### config.mk
export PLATFORM = sky130hd
export DESIGN_NAME = multicycle_control_fsm
export DESIGN_NICKNAME = d
export VERILOG_FILES = /design/src/rtl/multicycle_control_fsm.sv
export SDC_FILE = /design/constraint.sdc
export NUM_CORES = 1
export LEC_CHECK = 0
export CORE_MARGIN = 5
export CORE_UTILIZATION = 40
export DETAILED_ROUTE_END_ITERATION = 8
export GPL_ROUTABILITY_DRIVEN = 0
export PLACE_DENSITY = 0.86
export SLEW_MARGIN = 40
export SYNTH_ARGS = -nofsm -noshare
export SYNTH_HDL_FRONTEND = slang
export SYNTH_SLANG_ARGS = --single-unit
### constraint.sdc
create_clock -name clk -period 2.7 [get_ports clk]
set_clock_uncertainty 0.15 [all_clocks]
set_input_delay 0.27 -clock clk [delete_from_list [all_inputs] [get_ports clk]]
set_output_delay 0.27 -clock clk [all_outputs]
set_load 0.02 [all_outputs]
### src/rtl/multicycle_control_fsm.sv
// Control FSM for a multicycle RV32I-subset datapath sharing one instruction/data memory.
// Decodes op/funct3/funct7, sequences the datapath and handles mem_ready waits and timeouts.
//
// state    | meaning
// ---------+-------------------------------------------------------------
// FETCH    | read instruction at PC, PC <= PC+4 on mem_ready
// DECODE   | decode, precompute branch target OldPC+imm, flag illegal ops
// MEMADR   | compute rs1+imm load/store address
// MEMREAD  | read data memory at ALUOut
// MEMWB    | write loaded word to register file
// MEMWRITE | write data memory at ALUOut, strobe held until mem_ready
// EXECR    | register-register ALU op
// EXECI    | register-immediate ALU op
// ALUWB    | write ALU result to register file
// BRANCH   | compare rs1-rs2, take branch from precomputed target

module multicycle_control_fsm #(
   parameter int WAIT_LIMIT  = 0,
   parameter bit SUPPORT_BNE = 1'b1
) (
   input  logic       clk,
   input  logic       reset,
   input  logic [6:0] op,
   input  logic [2:0] funct3,
   input  logic [6:0] funct7,
   input  logic       zero,
   input  logic       mem_ready,
   output logic       mem_req,
   output logic       adr_src,
   output logic       mem_write,
   output logic       ir_write,
   output logic       pc_write,
   output logic       reg_write,
   output logic [1:0] result_src,
   output logic [1:0] ula_src_a,
   output logic [1:0] ula_src_b,
   output logic [1:0] imm_src,
   output logic [2:0] ula_control,
   output logic       retire,
   output logic       illegal,
   output logic       bus_err,
   output logic [3:0] state
);

   typedef enum logic [3:0] {
      S_FETCH    = 4'd0,
      S_DECODE   = 4'd1,
      S_MEMADR   = 4'd2,
      S_MEMREAD  = 4'd3,
      S_MEMWB    = 4'd4,
      S_MEMWRITE = 4'd5,
      S_EXECR    = 4'd6,
      S_EXECI    = 4'd7,
      S_ALUWB    = 4'd8,
      S_BRANCH   = 4'd9
   } state_t;

   localparam logic [6:0] OP_LOAD   = 7'b0000011;
   localparam logic [6:0] OP_STORE  = 7'b0100011;
   localparam logic [6:0] OP_RTYPE  = 7'b0110011;
   localparam logic [6:0] OP_ITYPE  = 7'b0010011;
   localparam logic [6:0] OP_BRANCH = 7'b1100011;

   localparam logic [2:0] ALU_ADD = 3'b000;
   localparam logic [2:0] ALU_SUB = 3'b001;
   localparam logic [2:0] ALU_AND = 3'b010;
   localparam logic [2:0] ALU_OR  = 3'b011;
   localparam logic [2:0] ALU_XOR = 3'b100;
   localparam logic [2:0] ALU_SLT = 3'b101;

   localparam bit TIMEOUT_EN = (WAIT_LIMIT > 0);
   localparam int WCW        = (WAIT_LIMIT > 1) ? $clog2(WAIT_LIMIT + 1) : 1;

   state_t           r_state;
   state_t           w_next;
   logic [WCW-1:0]   r_wait_cnt;
   logic             w_r_ok, w_i_ok, w_b_ok, w_legal;
   logic [2:0]       w_r_alu, w_i_alu;
   logic             w_in_mem_state;
   logic             w_timeout;

   always_comb begin
      w_r_ok  = 1'b0;
      w_r_alu = ALU_ADD;
      case ({funct3, funct7})
         10'b000_0000000: begin w_r_ok = 1'b1; w_r_alu = ALU_ADD; end
         10'b000_0100000: begin w_r_ok = 1'b1; w_r_alu = ALU_SUB; end
         10'b111_0000000: begin w_r_ok = 1'b1; w_r_alu = ALU_AND; end
         10'b110_0000000: begin w_r_ok = 1'b1; w_r_alu = ALU_OR;  end
         10'b010_0000000: begin w_r_ok = 1'b1; w_r_alu = ALU_SLT; end
         default: ;
      endcase

      w_i_ok  = 1'b0;
      w_i_alu = ALU_ADD;
      case (funct3)
         3'b000:  begin w_i_ok = 1'b1; w_i_alu = ALU_ADD; end
         3'b111:  begin w_i_ok = 1'b1; w_i_alu = ALU_AND; end
         3'b110:  begin w_i_ok = 1'b1; w_i_alu = ALU_OR;  end
         3'b100:  begin w_i_ok = 1'b1; w_i_alu = ALU_XOR; end
         default: ;
      endcase

      w_b_ok = (funct3 == 3'b000) || (SUPPORT_BNE && (funct3 == 3'b001));

      case (op)
         OP_LOAD, OP_STORE: w_legal = 1'b1;
         OP_RTYPE:          w_legal = w_r_ok;
         OP_ITYPE:          w_legal = w_i_ok;
         OP_BRANCH:         w_legal = w_b_ok;
         default:           w_legal = 1'b0;
      endcase
   end

   assign w_in_mem_state = (r_state == S_FETCH) || (r_state == S_MEMREAD) ||
                           (r_state == S_MEMWRITE);
   // r_wait_cnt counts earlier wait cycles, so the limit hits on wait cycle WAIT_LIMIT
   assign w_timeout = TIMEOUT_EN && w_in_mem_state && !mem_ready &&
                      (r_wait_cnt == WCW'(WAIT_LIMIT - 1));

   always_ff @(posedge clk) begin
      if (reset) begin
         r_state    <= S_FETCH;
         r_wait_cnt <= '0;
      end else begin
         r_state <= w_next;
         if (!TIMEOUT_EN || !w_in_mem_state || mem_ready || w_timeout || (w_next != r_state))
            r_wait_cnt <= '0;
         else
            r_wait_cnt <= r_wait_cnt + WCW'(1);
      end
   end

   always_comb begin
      w_next      = r_state;
      mem_req     = 1'b0;
      adr_src     = 1'b0;
      mem_write   = 1'b0;
      ir_write    = 1'b0;
      pc_write    = 1'b0;
      reg_write   = 1'b0;
      result_src  = 2'b00;
      ula_src_a   = 2'b00;
      ula_src_b   = 2'b00;
      ula_control = ALU_ADD;
      retire      = 1'b0;
      illegal     = 1'b0;
      bus_err     = 1'b0;
      state       = r_state;

      case (op)
         OP_STORE:  imm_src = 2'b01;
         OP_BRANCH: imm_src = 2'b10;
         default:   imm_src = 2'b00;
      endcase

      case (r_state)
         S_FETCH: begin
            mem_req    = 1'b1;
            ula_src_b  = 2'b10;
            result_src = 2'b10;
            ir_write   = mem_ready;
            pc_write   = mem_ready;
            if (mem_ready) w_next = S_DECODE;
         end
         S_DECODE: begin
            ula_src_a = 2'b01;
            ula_src_b = 2'b01;
            if (!w_legal) begin
               illegal = 1'b1;
               w_next  = S_FETCH;
            end else begin
               case (op)
                  OP_LOAD, OP_STORE: w_next = S_MEMADR;
                  OP_RTYPE:          w_next = S_EXECR;
                  OP_ITYPE:          w_next = S_EXECI;
                  default:           w_next = S_BRANCH;
               endcase
            end
         end
         S_MEMADR: begin
            ula_src_a = 2'b10;
            ula_src_b = 2'b01;
            w_next    = (op == OP_LOAD) ? S_MEMREAD : S_MEMWRITE;
         end
         S_MEMREAD: begin
            mem_req = 1'b1;
            adr_src = 1'b1;
            if (mem_ready) w_next = S_MEMWB;
         end
         S_MEMWB: begin
            result_src = 2'b01;
            reg_write  = 1'b1;
            retire     = 1'b1;
            w_next     = S_FETCH;
         end
         S_MEMWRITE: begin
            mem_req   = 1'b1;
            adr_src   = 1'b1;
            mem_write = 1'b1;
            retire    = mem_ready;
            if (mem_ready) w_next = S_FETCH;
         end
         S_EXECR: begin
            ula_src_a   = 2'b10;
            ula_control = w_r_alu;
            w_next      = S_ALUWB;
         end
         S_EXECI: begin
            ula_src_a   = 2'b10;
            ula_src_b   = 2'b01;
            ula_control = w_i_alu;
            w_next      = S_ALUWB;
         end
         S_ALUWB: begin
            reg_write = 1'b1;
            retire    = 1'b1;
            w_next    = S_FETCH;
         end
         S_BRANCH: begin
            ula_src_a   = 2'b10;
            ula_control = ALU_SUB;
            pc_write    = zero ^ (funct3 == 3'b001);
            retire      = 1'b1;
            w_next      = S_FETCH;
         end
         default: w_next = S_FETCH;
      endcase

      if (w_timeout) begin
         bus_err = 1'b1;
         w_next  = S_FETCH;
      end

      if (reset) begin
         mem_req     = 1'b0;
         adr_src     = 1'b0;
         mem_write   = 1'b0;
         ir_write    = 1'b0;
         pc_write    = 1'b0;
         reg_write   = 1'b0;
         result_src  = 2'b00;
         ula_src_a   = 2'b00;
         ula_src_b   = 2'b00;
         imm_src     = 2'b00;
         ula_control = 3'b000;
         retire      = 1'b0;
         illegal     = 1'b0;
         bus_err     = 1'b0;
         state       = 4'd0;
      end
   end

endmodule
==> impl_metrics.tcl <==
set metrics [dict create \
    status "finished clean" \
    synth_top_cell_by_area "dfxtp_1" \
    die-height_um 53.0 \
    dp_hpwl_um 2060 \
    total_power_mw 0.250 \
    finalCritPeriodShare_pct 93.2 \
    multi_input_area_um2 602 \
    cp-end-kind "output pin" \
    cts_tree "done" \
    yosysWarnings 0 \
    p_sw_mw 0.0783 \
    grt_pass1_vias 952 \
    synth_cell_types 48 \
    power.share.combinational_pct 46.6 \
    start_kind "input pin" \
    diodes 0 \
    fmax_mhz 398 \
    reg_top3 "r_state x4" \
    crit_fanout 3 \
    crit_chain "clkdlybuf4s50_1, or4_4, nor3_4, buf_4, a41oi_2, o21a_1, dlygate4sd2_1" \
    wl_um 2460 \
    core_um2 1750 \
    ys_seq_area_share_pct 10.8 \
    nNetsFinal 181 \
    cts_root_buffer "clkbuf_4" \
    timing.hold.ws_ns 0.455 \
    maxCapViolCount 0 \
    crit_required_ns 2.28 \
    ctsLongestPathBuffers 2 \
    leakage_nw 0.479 \
    die-width_um 53.0 \
    critPathSlowestCell "or4_4" \
    synth_area_um2 739 \
    cp_slowest_stage_delay_ns 0.54 \
    synth_top_area_share_pct 10.8 \
    track_usage_pct 18.6 \
    clkPwrFrac_pct 28.5 \
    cts_hold_buf 0 \
    p_int_mw 0.172 \
    synth_nets 133 \
    grt_overflow 0 \
    seqPwrFrac_pct 24.9 \
    cts_buffers 3 \
    setup_viol 0 \
    fill_cells 141 \
    firstDrtPassIters 4 \
    ir_drop_mv 0.271 \
    regArea_um2 81.3 \
    synth-async-reset-ratio_pct 0 \
    synthCells 112 \
    final.setup.tns_ns 0 \
    layout_min_cycle_time_ns 2.52 \
    postSynthAreaPerCell_um2 6.60 \
    clock_sinks 4 \
    slew_viol_final 0 \
    wire_per_inst_um 13.4 \
    finalHoldViolCount 0 \
    start_util_pct 42.4 \
    num_rows 15 \
    htree_levels 1 \
    switching_share_pct 31.3 \
    area.growth.synth_to_final_pct 67.7 \
    drc_errors 0 \
    avgViaCountPerCell 5.43 \
    die_area_um2 2810 \
    grt_max_degree 15 \
    cp.arrival_ns 2.10 \
    hp-class "flop to flop" \
    drtIter0Drc 24 \
    synth_edf_count 0 \
    synth-seq-cells 4 \
    largest_reg_flops 4 \
    drtAntennaViolNets 0 \
    synthTopCellsByArea "dfxtp_1 11%, nor2b_1 8.5%, nor2_1 6.6%" \
    drive_gt1_share_pct 13.9 \
    antenna_found_initial 0 \
    critPathKind "input pin to output pin" \
    ios 45 \
    clk-insertion-delay-late_ns 0.23 \
    grt_pass1_wl_um 4000 \
    rsz0062_at_grt "false" \
    port_buffers 43 \
    vias 993 \
    ys.flop_type "dfxtp_1" \
    regMostFlops "r_state" \
    clk_pin_slew_ns 0.04 \
    powerDensity_nw_per_um2 202 \
]
-- worst max-delay path, delay by kind of cell --
family                 cells  cell delay, ns
buffers and inverters      3            0.85
AND/OR/NAND/NOR            2            0.69
AO/OA/AOI/OAI              2            0.28
-- stage by stage --
stage	setup WS (ns)	cells	instance area (um^2)	util, %
global route	0.0671	183	1240	71.0
detailed placement	-0.0898	180	1220	69.8
global placement	-0.0596	180	1220	69.8
floorplan	0.431	112	739	-
finish	0.184	183	1240	71.0
CTS	0.119	183	1240	70.8
-- layout by cell type, fill, tap and decap left out, types with 2 or more instances in the layout --
cell / Yosys / final
nand2_1: 10 / 10
o21ai_1: 3 / 3
nor3_1: 7 / 7
inv_1: 4 / 4
a21oi_1: 6 / 6
dfxtp_1: 4 / 3
nand3_1: 4 / 4
buf_4: 2 / 8
dlygate4sd2_1: 0 / 4
nor2_1: 13 / 13
or3_1: 2 / 2
clkdlybuf4s50_1: 0 / 38
a31oi_1: 2 / 2
nand2b_1: 6 / 6
nor2b_1: 10 / 10
clkbuf_4: 0 / 3
-- synthesized netlist by cell type (2+ instances only) --
library cell,instances
nand2b_1,6
nand2_1,10
buf_2,4
nor2_1,13
buf_4,2
inv_1,4
o21ai_1,3
a21oi_1,6
or3_1,2
nand3_1,4
nor2b_1,10
clkbuf_1,2
a31oi_1,2
dfxtp_1,4
nor3_1,7
-- logic make-up after synthesis --
family / Yosys count / share of synthesized area [%]
AOI/OAI and AO/OA: 26 / 24.9
xor gates and xnor gates: 2 / 2.37
buffers and inverters: 12 / 7.78
DFF: 4 / 10.8
muxes: 1 / 1.35
other: 1 / 0.507
and+or+nand+nor: 66 / 52.3
-- layout make-up --
| class | count | share of cell area (%) |
|---|---|---|
| Timing Repair Buffer | 51 | 39.4 |
| Sequential cell | 4 | 6.56 |
| Inverter | 4 | 1.21 |
| Clock buffer | 3 | 1.82 |
| Multi-Input combinational cell | 96 | 48.5 |
| Tap cell | 25 | 2.52 |
-- repair_timing --
item,4_1_cts,5_1_grt
gates resized for setup,4,2
endpoints found under the setup margin,4,1
setup buffers,0,0
pin swaps,0,0
-- layer usage --
| metal | vias to the layer above | wire length [um] | GRT usage, % | part of all wire [%] |
|---|---|---|---|---|
| met5 | - | 0 | 0 | 0 |
| met4 | 0 | 16 | 6.81 | 0.65 |
| met3 | 2 | 151 | 1.97 | 6.1 |
| met2 | 33 | 1300 | 32.6 | 53 |
| met1 | 465 | 995 | 23.0 | 40 |
| li1 | 493 | - | - | - |
-- power by group through the flow --
| stage | clock [mW] | combinational (mW) | sequential, mW |
|---|---|---|---|
| floorplan | 0 | 0.0548 | 0.0622 |
| global placement | 0 | 0.113 | 0.0631 |
| detailed placement | 0 | 0.117 | 0.0632 |
| CTS | 0.0730 | 0.116 | 0.0624 |
| global route | 0.0817 | 0.125 | 0.0625 |
| finish | 0.0712 | 0.117 | 0.0623 |
-- path summary, 6_finish.rpt --
kind | slack, ns | startpoint | end | cells past startpoint
hold reg to reg | 0.45 | r_state[1] | r_state[3] | 2
setup / recovery | 0.18 | funct7[1] | illegal | 7
setup reg to reg | 1.09 | r_state[2] | r_state[0] | 4
hold / removal | 0.45 | r_state[1] | r_state[3] | 2
Power figures use the tool's default switching activity.
